`src/rtl/imem_fetch_ctrl_pkg.sv`:
```
// Shared widths, packet entry layout and PC helper for the instruction fetch sequencer.
package imem_fetch_ctrl_pkg;

  localparam int IMEM_ADDR_W = 10;
  localparam int FETCH_W     = 64;
  localparam int FETCH_BYTES = 8;
  localparam int ENTRY_W     = FETCH_W + IMEM_ADDR_W;

  typedef struct packed {
    logic [FETCH_W-1:0]     data;
    logic [IMEM_ADDR_W-1:0] pc;
  } fetch_entry_t;

  // Sequential fetch address; the 10-bit add wraps 10'h3F8 -> 10'h000 by itself.
  function automatic logic [IMEM_ADDR_W-1:0] next_fetch_pc(input logic [IMEM_ADDR_W-1:0] pc);
    return pc + IMEM_ADDR_W'(FETCH_BYTES);
  endfunction

endpackage

```
`src/rtl/imem_fetch_ctrl_fetch_fifo.sv`:
```
// Packet buffer between the instruction memory response and decode.
// Head is read straight from the storage registers; flush empties it in one edge.
module fetch_fifo
  import imem_fetch_ctrl_pkg::*;
#(
  parameter int WIDTH = ENTRY_W,
  parameter int DEPTH = 4
) (
  input  logic                     clock_i,
  input  logic                     reset_i,
  input  logic                     flush_i,
  input  logic                     push_i,
  input  logic [WIDTH-1:0]         din_i,
  input  logic                     pop_i,
  output logic [WIDTH-1:0]         dout_o,
  output logic                     empty_o,
  output logic [$clog2(DEPTH):0]   count_o
);

  localparam int AW    = $clog2(DEPTH);
  localparam int CNT_W = AW + 1;
  localparam logic [AW-1:0]    PTR_MASK = AW'(DEPTH - 1);
  localparam logic [CNT_W-1:0] CNT_FULL = CNT_W'(DEPTH);

  logic [WIDTH-1:0] mem_q [DEPTH];
  logic [AW-1:0]    wr_ptr_q, wr_ptr_d;
  logic [AW-1:0]    rd_ptr_q, rd_ptr_d;
  logic [CNT_W-1:0] count_q, count_d;
  logic             do_push_s;
  logic             do_pop_s;

  // Pointer and occupancy next-state; flush overrides any push or pop.
  always_comb begin
    do_push_s = push_i & (count_q != CNT_FULL);
    do_pop_s  = pop_i & (count_q != {CNT_W{1'b0}});
    wr_ptr_d  = wr_ptr_q;
    rd_ptr_d  = rd_ptr_q;
    count_d   = count_q;
    if (flush_i) begin
      wr_ptr_d = {AW{1'b0}};
      rd_ptr_d = {AW{1'b0}};
      count_d  = {CNT_W{1'b0}};
    end else begin
      if (do_push_s) begin
        wr_ptr_d = (wr_ptr_q + AW'(1)) & PTR_MASK;
      end else begin
        wr_ptr_d = wr_ptr_q;
      end
      if (do_pop_s) begin
        rd_ptr_d = (rd_ptr_q + AW'(1)) & PTR_MASK;
      end else begin
        rd_ptr_d = rd_ptr_q;
      end
      case ({do_push_s, do_pop_s})
        2'b10:   count_d = count_q + CNT_W'(1);
        2'b01:   count_d = count_q - CNT_W'(1);
        default: count_d = count_q;
      endcase
    end
  end

  // Pointer and occupancy registers.
  always_ff @(posedge clock_i) begin
    if (reset_i) begin
      wr_ptr_q <= {AW{1'b0}};
      rd_ptr_q <= {AW{1'b0}};
      count_q  <= {CNT_W{1'b0}};
    end else begin
      wr_ptr_q <= wr_ptr_d;
      rd_ptr_q <= rd_ptr_d;
      count_q  <= count_d;
    end
  end

  // Storage write; contents need no reset because the head is masked while empty.
  always_ff @(posedge clock_i) begin
    if (do_push_s && !flush_i && !reset_i) begin
      mem_q[wr_ptr_q] <= din_i;
    end
  end

  assign empty_o = (count_q == {CNT_W{1'b0}});
  assign count_o = count_q;
  assign dout_o  = empty_o ? {WIDTH{1'b0}} : mem_q[rd_ptr_q];

endmodule

```
`src/rtl/imem_fetch_ctrl.sv`:
```
// Fetch sequencer for the 64-bit instruction memory: owns the fetch PC, issues reads
// against buffer credit, and queues returned packets for the dual-issue decoder.
module imem_fetch_ctrl
  import imem_fetch_ctrl_pkg::*;
#(
  parameter logic [IMEM_ADDR_W-1:0] RESET_PC   = 10'h000,
  parameter int                     FIFO_DEPTH = 4
) (
  input  logic                   clock_i,
  input  logic                   reset_i,
  input  logic                   fetch_en_i,
  input  logic                   redirect_i,
  input  logic [IMEM_ADDR_W-1:0] redirect_pc_i,
  output logic                   imem_re_o,
  output logic                   imem_ssr_o,
  output logic [IMEM_ADDR_W-1:0] imem_addr_o,
  input  logic [FETCH_W-1:0]     imem_data_i,
  output logic                   fetch_valid_o,
  input  logic                   fetch_ready_i,
  output logic [FETCH_W-1:0]     fetch_data_o,
  output logic [IMEM_ADDR_W-1:0] fetch_pc_o
);

  localparam int CNT_W    = $clog2(FIFO_DEPTH) + 1;
  localparam int CREDIT_W = CNT_W + 1;

  logic [IMEM_ADDR_W-1:0] pc_q, pc_d;
  logic                   inflight_q, inflight_d;
  logic [IMEM_ADDR_W-1:0] inflight_pc_q, inflight_pc_d;

  logic [CNT_W-1:0]       count_s;
  logic [CREDIT_W-1:0]    credit_used_s;
  logic                   empty_s;
  logic                   issue_s;
  logic                   push_s;
  logic                   pop_s;
  fetch_entry_t           push_entry_s;
  fetch_entry_t           head_entry_s;

  // Issue/credit decision and PC sequencing; only registered state gates the credit.
  always_comb begin
    credit_used_s = CREDIT_W'(count_s) + CREDIT_W'(inflight_q);
    issue_s       = fetch_en_i & ~redirect_i & ~reset_i &
                    (credit_used_s < CREDIT_W'(FIFO_DEPTH));
    push_s        = inflight_q & ~redirect_i & ~reset_i;
    pop_s         = ~empty_s & fetch_ready_i;
    pc_d          = pc_q;
    inflight_d    = issue_s;
    inflight_pc_d = inflight_pc_q;
    if (redirect_i) begin
      pc_d = redirect_pc_i;
    end else if (issue_s) begin
      pc_d = next_fetch_pc(pc_q);
    end else begin
      pc_d = pc_q;
    end
    if (issue_s) begin
      inflight_pc_d = pc_q;
    end else begin
      inflight_pc_d = inflight_pc_q;
    end
    push_entry_s.data = imem_data_i;
    push_entry_s.pc   = inflight_pc_q;
  end

  // Fetch PC and in-flight tracking registers.
  always_ff @(posedge clock_i) begin
    if (reset_i) begin
      pc_q          <= RESET_PC;
      inflight_q    <= 1'b0;
      inflight_pc_q <= {IMEM_ADDR_W{1'b0}};
    end else begin
      pc_q          <= pc_d;
      inflight_q    <= inflight_d;
      inflight_pc_q <= inflight_pc_d;
    end
  end

  fetch_fifo #(
    .WIDTH (ENTRY_W),
    .DEPTH (FIFO_DEPTH)
  ) u_fetch_fifo (
    .clock_i (clock_i),
    .reset_i (reset_i),
    .flush_i (redirect_i),
    .push_i  (push_s),
    .din_i   (push_entry_s),
    .pop_i   (pop_s),
    .dout_o  (head_entry_s),
    .empty_o (empty_s),
    .count_o (count_s)
  );

  // The reset cycle also reads, so the memory's synchronous clear lands on its output register.
  assign imem_re_o     = issue_s | reset_i;
  assign imem_ssr_o    = reset_i;
  assign imem_addr_o   = pc_q;
  assign fetch_valid_o = ~empty_s;
  assign fetch_data_o  = head_entry_s.data;
  assign fetch_pc_o    = head_entry_s.pc;

endmodule

```
`config.mk`:
```
export PLATFORM = sky130hd
export DESIGN_NAME = imem_fetch_ctrl
export DESIGN_NICKNAME = d
export VERILOG_FILES = /design/src/rtl/imem_fetch_ctrl_pkg.sv /design/src/rtl/imem_fetch_ctrl_fetch_fifo.sv /design/src/rtl/imem_fetch_ctrl.sv
export SDC_FILE = /design/constraint.sdc
export NUM_CORES = 1
export LEC_CHECK = 0
export CAP_MARGIN = 20
export CORE_ASPECT_RATIO = 0.7
export CORE_UTILIZATION = 42
export CTS_CLUSTER_SIZE = 8
export DETAILED_ROUTE_END_ITERATION = 8
export SYNTH_ARGS = -nofsm -noshare
export SYNTH_HDL_FRONTEND = slang
export SYNTH_HIERARCHICAL = 1
export SYNTH_SLANG_ARGS = --single-unit
```
`constraint.sdc`:
```
create_clock -name clock_i -period 3.8 [get_ports clock_i]
set_clock_uncertainty 0.2 [all_clocks]
set_input_delay 0.76 -clock clock_i [delete_from_list [all_inputs] [get_ports clock_i]]
set_output_delay 0.76 -clock clock_i [all_outputs]
set_load 0.02 [all_outputs]
```
---- Word level (Yosys, flattened, before mapping) ----
Memories as Yosys holds them, arrays and structs flattened. A register that Yosys moved wholly into a read port is not among the register bits.
Cells that the tools add are included.
W data, S select, Z words.
storage, ports and cells
  register bits after elaboration ......... 28
  memory bits (writable) .................. 296
  bits of input ports ..................... 79
  output and inout bits ................... 87
  word-level logic and storage cells ...... 46
  memories ................................ 1
memory list
  memory              depth  bits a word  rd ports  clocked after Yosys merged registers in  wr ports  RTL line                          text
  u_fetch_fifo.mem_q  4      74           1         1                                        1         imem_fetch_ctrl_fetch_fifo.sv:25  logic [WIDTH-1:0] mem_q [DEPTH];
cells by class
  $add $sub $neg .......................... 6
  magnitude comparators ................... 1
  equal/unequal tests ..................... 3
  muxes and demuxes ....................... 8
  bitwise logic cells ..................... 12
  reduce and logical (&&, ||, !) cells .... 9
operator list
  cell                     count
  $mux W74                 1
  $mux W10                 2
  $add A10 B4 Y10 const B  1
  $and A1 B1 Y1            8
  $pmux W3 S2              1
  $add A2 B1 Y2 const B    2
  $add A3 B1 Y4            1
  $lt A4 B3 Y1 const B     1
  $mux W2                  2
  $reduce_bool A2 Y1       2
  $add A3 B1 Y3 const B    1
  $logic_not A3 Y1         1
  $ne A3 B3 Y1 const B     1
  $not A1 Y1               3
  $reduce_bool A3 Y1       1
  $sub A3 B1 Y3 const B    1
  $eq A2 B1 Y1 const B     1
  $eq A2 B2 Y1 const B     1
  $logic_and A1 B1 Y1      2
  $logic_not A1 Y1         2
  $mux W1                  2
  $reduce_or A2 Y1         1
  $or A1 B1 Y1             1

---- Depth between registers and ports, before layout ----
  depth in word-level cells ............... 8
  mapped depth ............................ 10

---- Modules after synthesis ----
The synthesis kept the hierarchy.
by module, submodules not included
  module           instances  cells an instance  area each (um2)  sequential area each (um2)
  fetch_fifo       1          522                11673.7          9068.7
  imem_fetch_ctrl  1          109                953.4            420.4

---- Worst setup path after synthesis ----
No wires, ideal clock.
  kind .................................... input port to flip-flop
  start ................................... input port redirect_i
  end ..................................... memory u_fetch_fifo/mem_q[0][0] (netlist name), enable pin
  library setup time ...................... 0.441 ns
  arrival ................................. 2.995 ns
  slack ................................... 0.164 ns
  cell stages on the path ................. 4
  path buffers ............................ 0
  cells stage by stage .................... nor2_4 -> and2_1 -> and2_4 -> and3_1
on the way
  longest elaborated chain between the ends .. 8
  elaborated cells between the ends (all ways) .. 9
RTL lines
  item                              RTL line                          text
  start: declaration                imem_fetch_ctrl.sv:12             input logic redirect_i,
  $not A1 Y1                        imem_fetch_ctrl.sv:45             push_s = inflight_q & ~redirect_i & ~reset_i;
  $and A1 B1 Y1 (2 in a row)        imem_fetch_ctrl.sv:45
  net push_s                        imem_fetch_ctrl.sv:35             logic push_s;
  $and A1 B1 Y1                     imem_fetch_ctrl_fetch_fifo.sv:34  do_push_s = push_i & (count_q != CNT_FULL);
  $logic_and A1 B1 Y1 (2 in a row)  imem_fetch_ctrl_fetch_fifo.sv:77  if (do_push_s && !flush_i && !reset_i) begin
  $mux W1                           imem_fetch_ctrl_fetch_fifo.sv:77
  $mux W1 (implied by the code)     imem_fetch_ctrl_fetch_fifo.sv:78  mem_q[wr_ptr_q] <= din_i;
  end: declaration                  imem_fetch_ctrl_fetch_fifo.sv:25
The timed path passes the listed nets, and every way through them passes these cells.

==> results.md <==
- Warnings, synthesis: 6
- Critical Path AT: around 2.6 ns
- Synthesized area: 12630 sq um
- Xor/xnor cell area share of the yosys netlist: 0.001387
- Worst Setup End Kind: primary output
- R2R Setup Slk: between 1 and 1.5 ns
- CP startpoint kind: flop
- Compound-Gate Fraction of Synth Area: 0.01833
- Crit path max-delay cell type: clkdlybuf4s50_1
- Worst r2r src: u_fetch_fifo/count_o[0]
- Gr ovfl total: 0
- Io pins: between 150 and 200
- Reg2Reg Depth: 10
- Final #Nets: between 900 and 1000
- Max_slew headroom: 0.6369
- Fin util: 0.5530
- Port Buffer Count: ~170
- Root Driver: clkbuf_16
- Post-CTS setup buffer count: 0
- P_leak: around 0.0050 uW
- Seq/Total Area, Yosys: 0.7515
- Clock tree buffer depth: 3
- Vias in the first global route: around 7000
- Largest family of logic cells by synthesized area: multiplexers
- Setup TNS: 0 ns
- Final ANT Viol Nets: 0
- Synth cell types: 44
- Via density: around 5.3
- Crit Path Category: reg2out
- Die area: between 30000 and 40000 sq um
- Status: finished, final reports clean
- Share of cells above drive strength 1: 0.1858
- CTS Sinks: around 330
- Post-Synth Adder-Cell Area: 0.007531
- Initial antenna violation count: 0
- Worst VDD drop: 367.3 uV
- Slew @ Worst Pin: 0.5376 ns
- Net Count, Synth: between 700 and 800
- Row count: 52
- Worst path cell trace: buf_12, mux4_2, nor2b_1, clkdlybuf4s50_1
- Initial Util: 0.4322
- PD cells: ~470 nW/um^2
- Initial DRT Pass Iterations: 4
- Routed len/inst: between 20 and 25 um
- RR Endpoint: u_fetch_fifo/count_o[2]
- Overall power: about 7700 uW
- Clock Pin Slew Worst Setup and Hold Paths: around 0.05 ns
- Commonest non-fill, non-tap cells in the layout: edfxtp_1 (296), clkdlybuf4s50_1 (165), mux4_2 (74), nor2b_1 (67), clkbuf_16 (47)
- CTS tree: built
- Die height: around 150 um
- Fill cells: about 2200
- Initial drt markers: between 300 and 400
- Total track usage: 0.1718
- Fin. max-slew vios: 0
- Clock Latency Late Sink: approximately 0.53 ns
- Buf/Inv on CP: 2
- Fin. Hold Viols: 0
- Crit path to: fetch_data_o[37]
- Hold Buf Count CTS: 0
- DRC: 0
- First-pass GRT wire length: 40050 um
- Core footprint: just under 30000 sq um
- Placed wire-length estimate: between 15000 and 20000 um
- Total CTS buffers: 46
- CTS H-tree depth: 2
- Area Growth Syn to Fin: 27.93%
- CP Data Required Time: between 2 and 3 ns
- Largest net degree at the start of global routing: 48
- CP max stage delay: about 0.58 ns
- Mean Syn Cell Area: 20.01 sq um
- PostCTS Resize Cnt: 0
- Final worst-path cycle share: 0.9328
- Synth Area in Simple Gates: 0.06728
- Yosys reg bits: about 330
- Final GP Congestion: 0.7751
- Die X: between 200 and 250 um
- DR vias: roughly 6500
- Max cap viols: 0
- Period minus WS final: between 3 and 4 ns
- Commonest non-fill, non-tap cell in the layout: edfxtp_1
- Final wirelength: roughly 25000 um
- Final setup violation count: 0
- Hold Path Class: reg2reg
- Maximum clock rate: approximately 280 MHz
- Crit-path max FO: 26
- CP delay by family, top: buffers and inverters
- Post-Synthesis Cells: about 630
- Critical path depth in cells: 4
- Mux cell area share after synthesis: 0.1352
- RSZ-0062 raised after global routing: false
worst min-delay path, cell delays in order, from the launching register on:
cell,delay [ns]
dfxtp_1,0.32
nand2_1,0.06
o21ai_0,0.06
report_power, final:
part           internal (uW)  switching (uW)  total [uW]
Sequential              3920            15.4        3940
Combinational            113            89.8         203
Clock                   2180            1330        3520
cell usage after synthesis (all sizes together):
| library cell | count | area (sq um) |
|---|---|---|
| a41oi | 1 | 8.760 |
| mux4 | 74 | 1667 |
| nand4 | 3 | 33.78 |
| nand2 | 16 | 60.06 |
| o2bb2ai | 1 | 8.760 |
| o22ai | 4 | 25.02 |
| a21oi | 8 | 40.04 |
| nand2b | 12 | 75.07 |
| a32oi | 1 | 8.760 |
| nand3b | 1 | 7.510 |
| a22oi | 3 | 22.52 |
| o31a | 2 | 17.52 |
| nor3 | 2 | 21.27 |
| nand3 | 3 | 15.01 |
| or4b | 1 | 10.01 |
| a2111oi | 1 | 15.01 |
| or3b | 1 | 8.760 |
| o31ai | 1 | 7.510 |
| or3 | 2 | 12.51 |
| nor2 | 12 | 52.55 |
| and2 | 2 | 15.02 |
| mux2i | 4 | 40.04 |
| and3 | 4 | 25.02 |
| and2b | 10 | 75.07 |
| ha | 6 | 75.07 |
| o21ai | 14 | 70.07 |
| edfxtp | 296 | 8889 |
| dfxtp | 30 | 600.6 |
| nor2b | 67 | 419.2 |
| fa | 1 | 20.02 |
| inv | 11 | 43.80 |
| xor2 | 2 | 17.52 |
| or2 | 3 | 18.77 |
| o21bai | 1 | 7.510 |
| clkbuf | 10 | 37.54 |
| buf | 21 | 156.4 |
kinds of logic after synthesis:
group / count (synthesis)
multiplexers: 78
adder cells (fa/ha/maj): 7
buffers and inverters: 42
flip-flops: 326
XOR/XNOR: 2
AO/OA/AOI/OAI: 37
AND/OR/NAND/NOR: 139
cell type report:
class	instances	area (sq um)	area share
clock inverters	1	8.758	0.0005422
multi-input cells	263	2920	0.1808
inverters	11	43.79	0.002711
flip-flops and latches	326	9497	0.5879
clock buffers	56	1210	0.07490
diodes	1	2.502	0.0001549
well taps	378	473.0	0.02928
repair buffers	188	1999	0.1238
flip-flops by register name (all words and copies together), names as in the netlist, named ones only:
signal	cells
u_fetch_fifo/wr_ptr_q	2
inflight_pc_q	10
inflight_q	1
u_fetch_fifo/count_o	3
u_fetch_fifo/rd_ptr_q	2
u_fetch_fifo/mem_q	296
imem_addr_o	10
stage by stage:
stage / worst slack (ns) / hold WS (ns) / area, sq um / cells
6_report: 0.2555 / 0.2779 / 16150 / 1224
3_3_place_gp: 0.4791 / 0.2698 / 14930 / 1166
3_5_place_dp: 0.4623 / 0.2740 / 14930 / 1166
4_1_cts: 0.1677 / 0.2824 / 16150 / 1223
2_1_floorplan: 0.1641 / 0.2591 / 12630 / 631
5_1_grt: 0.1159 / 0.3276 / 16150 / 1223
layer usage:
metal  wire [um]  global-route usage
met5           0                   0
met4         520             0.05368
met3        1411             0.03527
met2       11880              0.2675
met1       11690              0.2448
worst min path at each step:
stage / start / endpoint / slack, ns / depth (start not counted)
finish: u_fetch_fifo/rd_ptr_q[0] / flop / 0.28 / 2
CTS: u_fetch_fifo/rd_ptr_q[0] / flop / 0.28 / 2
floorplan: u_fetch_fifo/rd_ptr_q[1] / flop / 0.26 / 2
detailed placement: u_fetch_fifo/rd_ptr_q[0] / flop / 0.27 / 2
global route: u_fetch_fifo/rd_ptr_q[1] / flop / 0.33 / 2
global placement: u_fetch_fifo/rd_ptr_q[0] / flop / 0.27 / 2
Note: power is estimated with default switching activity, not from simulation.
